<file path="config.mk">
export PLATFORM = sky130hd
export DESIGN_NAME = uart_rx_flat
export DESIGN_NICKNAME = d
export VERILOG_FILES = /design/src/rtl/uart_rx_pkg.sv /design/src/rtl/uart_rx_if.sv /design/src/rtl/uart_rx_sampler.sv /design/src/rtl/uart_rx.sv /design/src/flat_wrapper.sv
export SDC_FILE = /design/constraint.sdc
export NUM_CORES = 1
export LEC_CHECK = 0
export CORE_ASPECT_RATIO = 0.5
export CORE_MARGIN = 2
export CORE_UTILIZATION = 35
export DETAILED_ROUTE_END_ITERATION = 10
export PLACE_DENSITY_LB_ADDON = 0.15
export SYNTH_ARGS = -nofsm -noshare
export SYNTH_HDL_FRONTEND = slang
export SYNTH_HIERARCHICAL = 1
export SYNTH_SLANG_ARGS = --single-unit
</file>
<file path="constraint.sdc">
create_clock -name CLK -period 3.8 [get_ports CLK]
set_clock_uncertainty 0.15 [all_clocks]
set_input_delay 0.57 -clock CLK [delete_from_list [all_inputs] [get_ports CLK]]
set_output_delay 0.57 -clock CLK [all_outputs]
set_load 0.01 [all_outputs]
</file>
<file path="src/rtl/uart_rx_pkg.sv">
//==============================================================================
// Module      : uart_rx_pkg
// Description : Shared types and constants for the UART receive stage.
// Revision    : 1.0 - initial release
//==============================================================================
`default_nettype none

package uart_rx_pkg;

  // Receiver frame states
  typedef enum logic [2:0] {
    ST_IDLE   = 3'd0,
    ST_START  = 3'd1,
    ST_DATA   = 3'd2,
    ST_PARITY = 3'd3,
    ST_STOP   = 3'd4
  } state_e;

  // Oversampling ratios the receiver accepts
  localparam int PRESCALE_8  = 8;
  localparam int PRESCALE_16 = 16;
  localparam int PRESCALE_32 = 32;

  // Parity type encodings
  localparam logic PAR_EVEN = 1'b0;
  localparam logic PAR_ODD  = 1'b1;

  // True when the requested oversampling ratio is one the receiver supports
  function automatic logic is_legal_prescale(input int p);
    return (p == PRESCALE_8) || (p == PRESCALE_16) || (p == PRESCALE_32);
  endfunction

endpackage

`default_nettype wire

</file>
<file path="src/rtl/uart_rx_if.sv">
//==============================================================================
// Module      : uart_rx_if
// Description : Serial line, frame configuration and received-byte outputs of
//               the UART receive stage.
// Revision    : 1.0 - initial release
//==============================================================================
`default_nettype none

interface uart_rx_if #(
  parameter int DATA_WIDTH     = 8,
  parameter int PRESCALE_WIDTH = 6
);

  logic                      RX_IN;
  logic [PRESCALE_WIDTH-1:0] PRESCALE;
  logic                      PAR_EN;
  logic                      PAR_TYP;
  logic [DATA_WIDTH-1:0]     P_DATA;
  logic                      data_valid;
  logic                      par_err;
  logic                      stp_err;
  logic                      busy;

  // Line driver / byte consumer side
  modport master (
    output RX_IN, PRESCALE, PAR_EN, PAR_TYP,
    input  P_DATA, data_valid, par_err, stp_err, busy
  );

  // Receiver side
  modport slave (
    input  RX_IN, PRESCALE, PAR_EN, PAR_TYP,
    output P_DATA, data_valid, par_err, stp_err, busy
  );

endinterface

`default_nettype wire

</file>
<file path="src/rtl/uart_rx_sampler.sv">
//==============================================================================
// Module      : uart_rx_sampler
// Description : Per-bit edge counter, bit counter and 3-sample majority vote.
//               Samples at P/2-1 and P/2 are stored; the live line value at
//               P/2+1 completes the vote, so the decision is available in that
//               same cycle.
// Revision    : 1.0 - initial release
//==============================================================================
`default_nettype none

module uart_rx_sampler #(
  parameter int PRESCALE_WIDTH = 6,
  parameter int BIT_CNT_WIDTH  = 4
) (
  input  logic                      clk,
  input  logic                      rst,
  input  logic                      rx_in,
  input  logic                      clear,
  input  logic [PRESCALE_WIDTH-1:0] prescale,
  output logic                      sampled_bit,
  output logic                      bit_decided,
  output logic                      bit_end,
  output logic [BIT_CNT_WIDTH-1:0]  bit_cnt
);

  logic [PRESCALE_WIDTH-1:0] edge_cnt_q, edge_cnt_d;
  logic [BIT_CNT_WIDTH-1:0]  bit_cnt_q, bit_cnt_d;
  logic                      s0_q, s0_d;
  logic                      s1_q, s1_d;
  logic [PRESCALE_WIDTH-1:0] half;

  assign half        = prescale >> 1;
  assign bit_decided = (edge_cnt_q == half + PRESCALE_WIDTH'(1));
  assign bit_end     = (edge_cnt_q == prescale - PRESCALE_WIDTH'(1));
  assign sampled_bit = (s0_q & s1_q) | (s0_q & rx_in) | (s1_q & rx_in);
  assign bit_cnt     = bit_cnt_q;

  // Advance the edge/bit counters and capture the first two votes
  always_comb begin
    edge_cnt_d = edge_cnt_q;
    bit_cnt_d  = bit_cnt_q;
    s0_d       = s0_q;
    s1_d       = s1_q;

    if (clear) begin
      edge_cnt_d = '0;
      bit_cnt_d  = '0;
    end else if (bit_end) begin
      edge_cnt_d = '0;
      bit_cnt_d  = bit_cnt_q + BIT_CNT_WIDTH'(1);
    end else begin
      edge_cnt_d = edge_cnt_q + PRESCALE_WIDTH'(1);
    end

    if (edge_cnt_q == half - PRESCALE_WIDTH'(1)) s0_d = rx_in;
    if (edge_cnt_q == half)                      s1_d = rx_in;
  end

  // Counter and vote registers
  always_ff @(posedge clk) begin
    if (rst) begin
      edge_cnt_q <= '0;
      bit_cnt_q  <= '0;
      s0_q       <= 1'b1;
      s1_q       <= 1'b1;
    end else begin
      edge_cnt_q <= edge_cnt_d;
      bit_cnt_q  <= bit_cnt_d;
      s0_q       <= s0_d;
      s1_q       <= s1_d;
    end
  end

endmodule

`default_nettype wire

</file>
<file path="src/rtl/uart_rx.sv">
//==============================================================================
// Module      : uart_rx
// Description : UART receive stage. Start detect, LSB-first data recovery,
//               optional parity check and stop-bit validation with registered
//               one-cycle result pulses.
// Revision    : 1.0 - initial release
//==============================================================================
`default_nettype none

module uart_rx
  import uart_rx_pkg::*;
#(
  parameter int DATA_WIDTH     = 8,
  parameter int PRESCALE_WIDTH = 6
) (
  input  logic     CLK,
  input  logic     RST,
  uart_rx_if.slave bus
);

  // Bit counter spans start, data, parity and stop periods
  localparam int BIT_CNT_WIDTH = $clog2(DATA_WIDTH + 3);

  state_e                    state_q, state_d;
  logic [DATA_WIDTH-1:0]     shift_q, shift_d;
  logic [PRESCALE_WIDTH-1:0] prescale_q, prescale_d;
  logic                      par_en_q, par_en_d;
  logic                      par_typ_q, par_typ_d;
  logic                      par_flag_q, par_flag_d;
  logic                      stp_flag_q, stp_flag_d;
  logic [DATA_WIDTH-1:0]     p_data_q, p_data_d;
  logic                      data_valid_q, data_valid_d;
  logic                      par_err_q, par_err_d;
  logic                      stp_err_q, stp_err_d;
  logic                      busy_q, busy_d;

  logic                      start_frame;
  logic                      frame_end;
  logic                      sampler_clear;
  logic                      sampled_bit;
  logic                      bit_decided;
  logic                      bit_end;
  logic [BIT_CNT_WIDTH-1:0]  bit_cnt;

  // Counters sit at zero while idle and restart on every frame boundary so a
  // back-to-back start bit is timed from edge 0.
  assign sampler_clear = (state_q == ST_IDLE) || frame_end;

  uart_rx_sampler #(
    .PRESCALE_WIDTH (PRESCALE_WIDTH),
    .BIT_CNT_WIDTH  (BIT_CNT_WIDTH)
  ) u_sampler (
    .clk         (CLK),
    .rst         (RST),
    .rx_in       (bus.RX_IN),
    .clear       (sampler_clear),
    .prescale    (prescale_q),
    .sampled_bit (sampled_bit),
    .bit_decided (bit_decided),
    .bit_end     (bit_end),
    .bit_cnt     (bit_cnt)
  );

  // Next-state, datapath and output-pulse logic
  always_comb begin
    state_d      = state_q;
    shift_d      = shift_q;
    prescale_d   = prescale_q;
    par_en_d     = par_en_q;
    par_typ_d    = par_typ_q;
    par_flag_d   = par_flag_q;
    stp_flag_d   = stp_flag_q;
    p_data_d     = p_data_q;
    data_valid_d = 1'b0;
    par_err_d    = 1'b0;
    stp_err_d    = 1'b0;
    busy_d       = (state_q != ST_IDLE);
    start_frame  = 1'b0;
    frame_end    = 1'b0;

    case (state_q)
      ST_IDLE: begin
        if (!bus.RX_IN) begin
          start_frame = 1'b1;
          state_d     = ST_START;
        end
      end

      ST_START: begin
        // A start bit that votes high was a glitch: abandon silently
        if (bit_decided && sampled_bit) begin
          state_d = ST_IDLE;
        end else if (bit_end) begin
          state_d = ST_DATA;
        end
      end

      ST_DATA: begin
        if (bit_decided) begin
          shift_d = {sampled_bit, shift_q[DATA_WIDTH-1:1]};
        end
        if (bit_end && (bit_cnt == BIT_CNT_WIDTH'(DATA_WIDTH))) begin
          state_d = par_en_q ? ST_PARITY : ST_STOP;
        end
      end

      ST_PARITY: begin
        if (bit_decided) begin
          par_flag_d = sampled_bit != ((^shift_q) ^ (par_typ_q == PAR_ODD));
        end
        if (bit_end) begin
          state_d = ST_STOP;
        end
      end

      ST_STOP: begin
        if (bit_decided && !sampled_bit) begin
          stp_flag_d = 1'b1;
        end
        if (bit_end) begin
          frame_end = 1'b1;
          if (!par_flag_q && !stp_flag_q) begin
            p_data_d     = shift_q;
            data_valid_d = 1'b1;
          end
          par_err_d = par_flag_q;
          stp_err_d = stp_flag_q;
          if (!bus.RX_IN) begin
            start_frame = 1'b1;
            state_d     = ST_START;
          end else begin
            state_d = ST_IDLE;
          end
        end
      end

      default: state_d = ST_IDLE;
    endcase

    // Frame configuration is frozen at each start detect
    if (start_frame) begin
      prescale_d = is_legal_prescale(int'(bus.PRESCALE)) ?
                   bus.PRESCALE : PRESCALE_WIDTH'(PRESCALE_8);
      par_en_d   = bus.PAR_EN;
      par_typ_d  = bus.PAR_TYP;
      par_flag_d = 1'b0;
      stp_flag_d = 1'b0;
    end
  end

  // State, datapath and output registers
  always_ff @(posedge CLK) begin
    if (RST) begin
      state_q      <= ST_IDLE;
      shift_q      <= '0;
      prescale_q   <= PRESCALE_WIDTH'(PRESCALE_8);
      par_en_q     <= 1'b0;
      par_typ_q    <= PAR_EVEN;
      par_flag_q   <= 1'b0;
      stp_flag_q   <= 1'b0;
      p_data_q     <= '0;
      data_valid_q <= 1'b0;
      par_err_q    <= 1'b0;
      stp_err_q    <= 1'b0;
      busy_q       <= 1'b0;
    end else begin
      state_q      <= state_d;
      shift_q      <= shift_d;
      prescale_q   <= prescale_d;
      par_en_q     <= par_en_d;
      par_typ_q    <= par_typ_d;
      par_flag_q   <= par_flag_d;
      stp_flag_q   <= stp_flag_d;
      p_data_q     <= p_data_d;
      data_valid_q <= data_valid_d;
      par_err_q    <= par_err_d;
      stp_err_q    <= stp_err_d;
      busy_q       <= busy_d;
    end
  end

  assign bus.P_DATA     = p_data_q;
  assign bus.data_valid = data_valid_q;
  assign bus.par_err    = par_err_q;
  assign bus.stp_err    = stp_err_q;
  assign bus.busy       = busy_q;

endmodule

`default_nettype wire

</file>
<file path="src/flat_wrapper.sv">
// flat-port wrapper written by rule: the top's interface ports become plain ports
module uart_rx_flat import uart_rx_pkg::*;
#(
  parameter int DATA_WIDTH     = 8,
  parameter int PRESCALE_WIDTH = 6
)
  (CLK, RST, bus_RX_IN, bus_PRESCALE, bus_PAR_EN, bus_PAR_TYP, bus_P_DATA, bus_data_valid, bus_par_err, bus_stp_err, bus_busy);
  uart_rx_if #(.DATA_WIDTH(DATA_WIDTH), .PRESCALE_WIDTH(PRESCALE_WIDTH)) bus_i ();
  input  logic CLK;
  input  logic RST;
  input wire logic [$bits(bus_i.RX_IN)-1:0] bus_RX_IN;
  input wire logic [$bits(bus_i.PRESCALE)-1:0] bus_PRESCALE;
  input wire logic [$bits(bus_i.PAR_EN)-1:0] bus_PAR_EN;
  input wire logic [$bits(bus_i.PAR_TYP)-1:0] bus_PAR_TYP;
  output wire logic [$bits(bus_i.P_DATA)-1:0] bus_P_DATA;
  output wire logic [$bits(bus_i.data_valid)-1:0] bus_data_valid;
  output wire logic [$bits(bus_i.par_err)-1:0] bus_par_err;
  output wire logic [$bits(bus_i.stp_err)-1:0] bus_stp_err;
  output wire logic [$bits(bus_i.busy)-1:0] bus_busy;
  assign bus_i.RX_IN = bus_RX_IN;
  assign bus_i.PRESCALE = bus_PRESCALE;
  assign bus_i.PAR_EN = bus_PAR_EN;
  assign bus_i.PAR_TYP = bus_PAR_TYP;
  assign bus_P_DATA = bus_i.P_DATA;
  assign bus_data_valid = bus_i.data_valid;
  assign bus_par_err = bus_i.par_err;
  assign bus_stp_err = bus_i.stp_err;
  assign bus_busy = bus_i.busy;
  uart_rx #(.DATA_WIDTH(DATA_WIDTH), .PRESCALE_WIDTH(PRESCALE_WIDTH)) u_core (.CLK(CLK), .RST(RST), .bus(bus_i));
endmodule
</file>
==> results.sh <==
export IMPL_die_h_um=62.60
export IMPL_cts_num_sinks=45
export IMPL_yosysUniqueCellTypes=56
export IMPL_p_leak_nw=1.080
export IMPL_cp_arrival_ps=3090
export IMPL_viasPerCell=4.968
export IMPL_synth_compound_area_share=0.1083
export IMPL_h_tree_depth=2
export IMPL_hpwl_mm=3.494
export IMPL_cts_buffer_depth=2
export IMPL_run_status="finished clean"
export IMPL_whs_path_depth=1
export IMPL_critPathKind="reg -> reg"
export IMPL_p_total_uw=973.7
export IMPL_gr_usage_all_layers=0.1416
export IMPL_grt_pass1_wl_mm=8.480
export IMPL_fp_dieW_um=121.2
export IMPL_rows=21
export IMPL_worstPathMaxFanout=11
export IMPL_area_delta_synth_final_pct=18.64
export IMPL_die_area_um2=7586
export IMPL_synthFlopType="dfxtp_1"
export IMPL_final_layout_size_suffix_gt1_frac=0.07746
export IMPL_synth_fp_nets=283
export IMPL_synth_top_family_by_area="simple AND/OR/NAND/NOR gates"
export IMPL_clock_fmax_ghz=0.3323
export IMPL_crit_start="u_core/prescale_q[2]"
export IMPL_muxShareOfSynthArea=0.08329
export IMPL_ys_seq_area_frac=0.3748
export IMPL_cellPowerDensity_nw_per_um2=341.5
export IMPL_synthSimpleGateAreaFrac=0.2369
export IMPL_cts_setup_buffers=0
export IMPL_slew_violations=0
export IMPL_grt_overflow=0
export IMPL_setup_tns_final_ps=0
export IMPL_ant_nets=0
export IMPL_ios=23
export IMPL_port_buffers=22
export IMPL_cts_root_buf="clkbuf_16"
export IMPL_worst_pin_slew_ps=665.3
export IMPL_yosysTopAreaCell="dfxtp_1"
export IMPL_drcViolationCount=0
export IMPL_final_setup_viol_count=0
export IMPL_async_reset_ff_frac=0
export IMPL_fillers=670
export IMPL_cts_resized_gates=0
export IMPL_diodes=0
export IMPL_syn_avg_cell_area_um2=9.036
export IMPL_cts_clk_slew_worst_paths_ps=60
export IMPL_maxSlewHeadroom=0.5502
export IMPL_wl_per_cell_um=13.10
export IMPL_min_period_over_period=0.7919
export IMPL_synth_top_area_share=0.3748
export IMPL_grt_max_degree=35
export IMPL_cts_tree="built"
export IMPL_fin_nets=300
export IMPL_synth_fa_ha_area_frac=0.03540
export IMPL_synth_xor_area_frac=0.1187
export IMPL_hold_viol=0
export IMPL_synth_area_top_cells="dfxtp_1 (37%), mux2i_1 (8.3%), xnor2_1 (6.2%)"
export IMPL_drtPass1Iterations=4
export IMPL_initial_core_util=0.3601
export IMPL_period_needed_ps=3009
export IMPL_hold_class="reg -> reg"
export IMPL_start_kind="flip-flop"
export IMPL_r2r_cells=11
export IMPL_grt_pass1_vias=1782
export IMPL_yosysWarnings=6
export IMPL_maxCapViolCount=0
export IMPL_crit_reg2reg_launch="u_core/prescale_q[2]"
export IMPL_peakVddDrop_v=0.0001461
export IMPL_yosysMostFrequentCell="dfxtp_1"
export IMPL_clock_latency_ps=280
export IMPL_end_kind="flip-flop"
export IMPL_cts_buffers=5
export IMPL_syn_area_um2=2404
export IMPL_wirelength_mm=4.924
export IMPL_ys_ff_latch=45
export IMPL_core_area_um2=6674
export IMPL_synth_cells=266
export IMPL_worstPathRequired_ps=3880
export IMPL_vias=1868
export IMPL_worstHoldStart="u_core/par_flag_q"
export IMPL_synth_enable_flop_cells=0
export IMPL_synthTopCellsByCount="dfxtp_1 (45), nor2_1 (36), mux2i_1 (20)"
export IMPL_antenna_found_initial=0
export IMPL_hold_buffers=0
export IMPL_globalplace_congestion=0.8654
export IMPL_dr_first_iter_drc_count=51
export IMPL_grt_setup_unrepaired="false"
final timing paths:
path	endpoint	slack (ps)
worst max-delay path	u_core/u_sampler/bit_cnt[2]	790
worst min-delay path	u_core/bus.data_valid	330
worst max register to register	u_core/u_sampler/bit_cnt[2]	790
worst min register to register	u_core/bus.data_valid	330
layout by cell type, fill, tap and decap left out, drive strengths merged, types with 6 or more instances in the layout:
cell type       n
xnor2          18
a21oi           8
mux2i          20
clkbuf          6
nand2           8
ha              6
and2            7
o21ai           8
nor3           10
inv             7
xor2           11
nand3           8
nor2           37
dfxtp          45
clkdlybuf4s50  22
final cells by class:
type	instances	area, um^2	share of cell area
Timing Repair Buffer	26	250.2	0.08776
Clock buffer	6	138.9	0.04871
Sequential cell	45	900.9	0.3159
Multi-Input combinational cell	198	1406	0.4932
Clock inverter	2	13.76	0.004827
Inverter	7	26.28	0.009215
Tap cell	92	115.1	0.04037
critical path, stage by stage, from the launching register on:
cell,delay [ps]
dfxtp_1,520
inv_1,140
ha_1,250
nor3b_1,180
and3_1,220
o211ai_1,370
nor2_2,70
nor2b_1,200
nor3_1,60
or2_2,400
a311oi_1,270
a31o_1,130
per-stage QoR:
step | std cells | area [um^2] | utilization | setup slack (ps) | hold WS, ps
6_report | 376 | 2851 | 0.4273 | 790.9 | 330.4
3_3_place_gp | 368 | 2699 | 0.4044 | 777.0 | 313.7
5_1_grt | 376 | 2851 | 0.4273 | 421.7 | 353.6
4_1_cts | 376 | 2851 | 0.4273 | 753.7 | 336.1
2_1_floorplan | 266 | 2404 | - | 786.7 | 285.9
3_5_place_dp | 368 | 2699 | 0.4044 | 776.2 | 320.5
metal layers:
| metal | routed length (um) | GRT usage |
|---|---|---|
| met3 | 134 | 0.05109 |
| met4 | 56 | 0.04023 |
| met1 | 2430 | 0.1789 |
| met2 | 2302 | 0.2282 |
| met5 | 0 | 0 |
report_power, final:
part           total (mW)  switching (mW)  internal [mW]  leakage [nW]
Sequential          0.482         0.00642          0.476         0.363
Combinational      0.0485          0.0238         0.0247         0.640
Clock               0.443           0.181          0.262        0.0768
Total               0.974           0.212          0.762          1.08
logic make-up (layout without fill, tap and decap cells):
logic type	count (synthesis)	count (layout)
AO/OA/AOI/OAI	36	36
flip-flops	45	45
buffers and inverters	23	41
multiplexers	20	20
XOR/XNOR	30	30
AND/OR/NAND/NOR	105	105
adder cells (fa/ha/maj)	7	7
flip-flops by register name (all words and copies together), names as in the netlist:
signal / cells
u_core/stp_flag_q: 1
u_core/shift_q: 8
u_core/par_typ_q: 1
u_core/bus.par_err: 1
u_core/u_sampler/s1_q: 1
u_core/u_sampler/s0_q: 1
u_core/bus.stp_err: 1
u_core/state_q: 3
u_core/par_en_q: 1
u_core/bus.busy: 1
u_core/u_sampler/edge_cnt_q: 6
u_core/bus.data_valid: 1
u_core/u_sampler/bit_cnt: 4
u_core/bus.P_DATA: 8
u_core/prescale_q: 6
u_core/par_flag_q: 1
(Power assumes the default switching activity.)
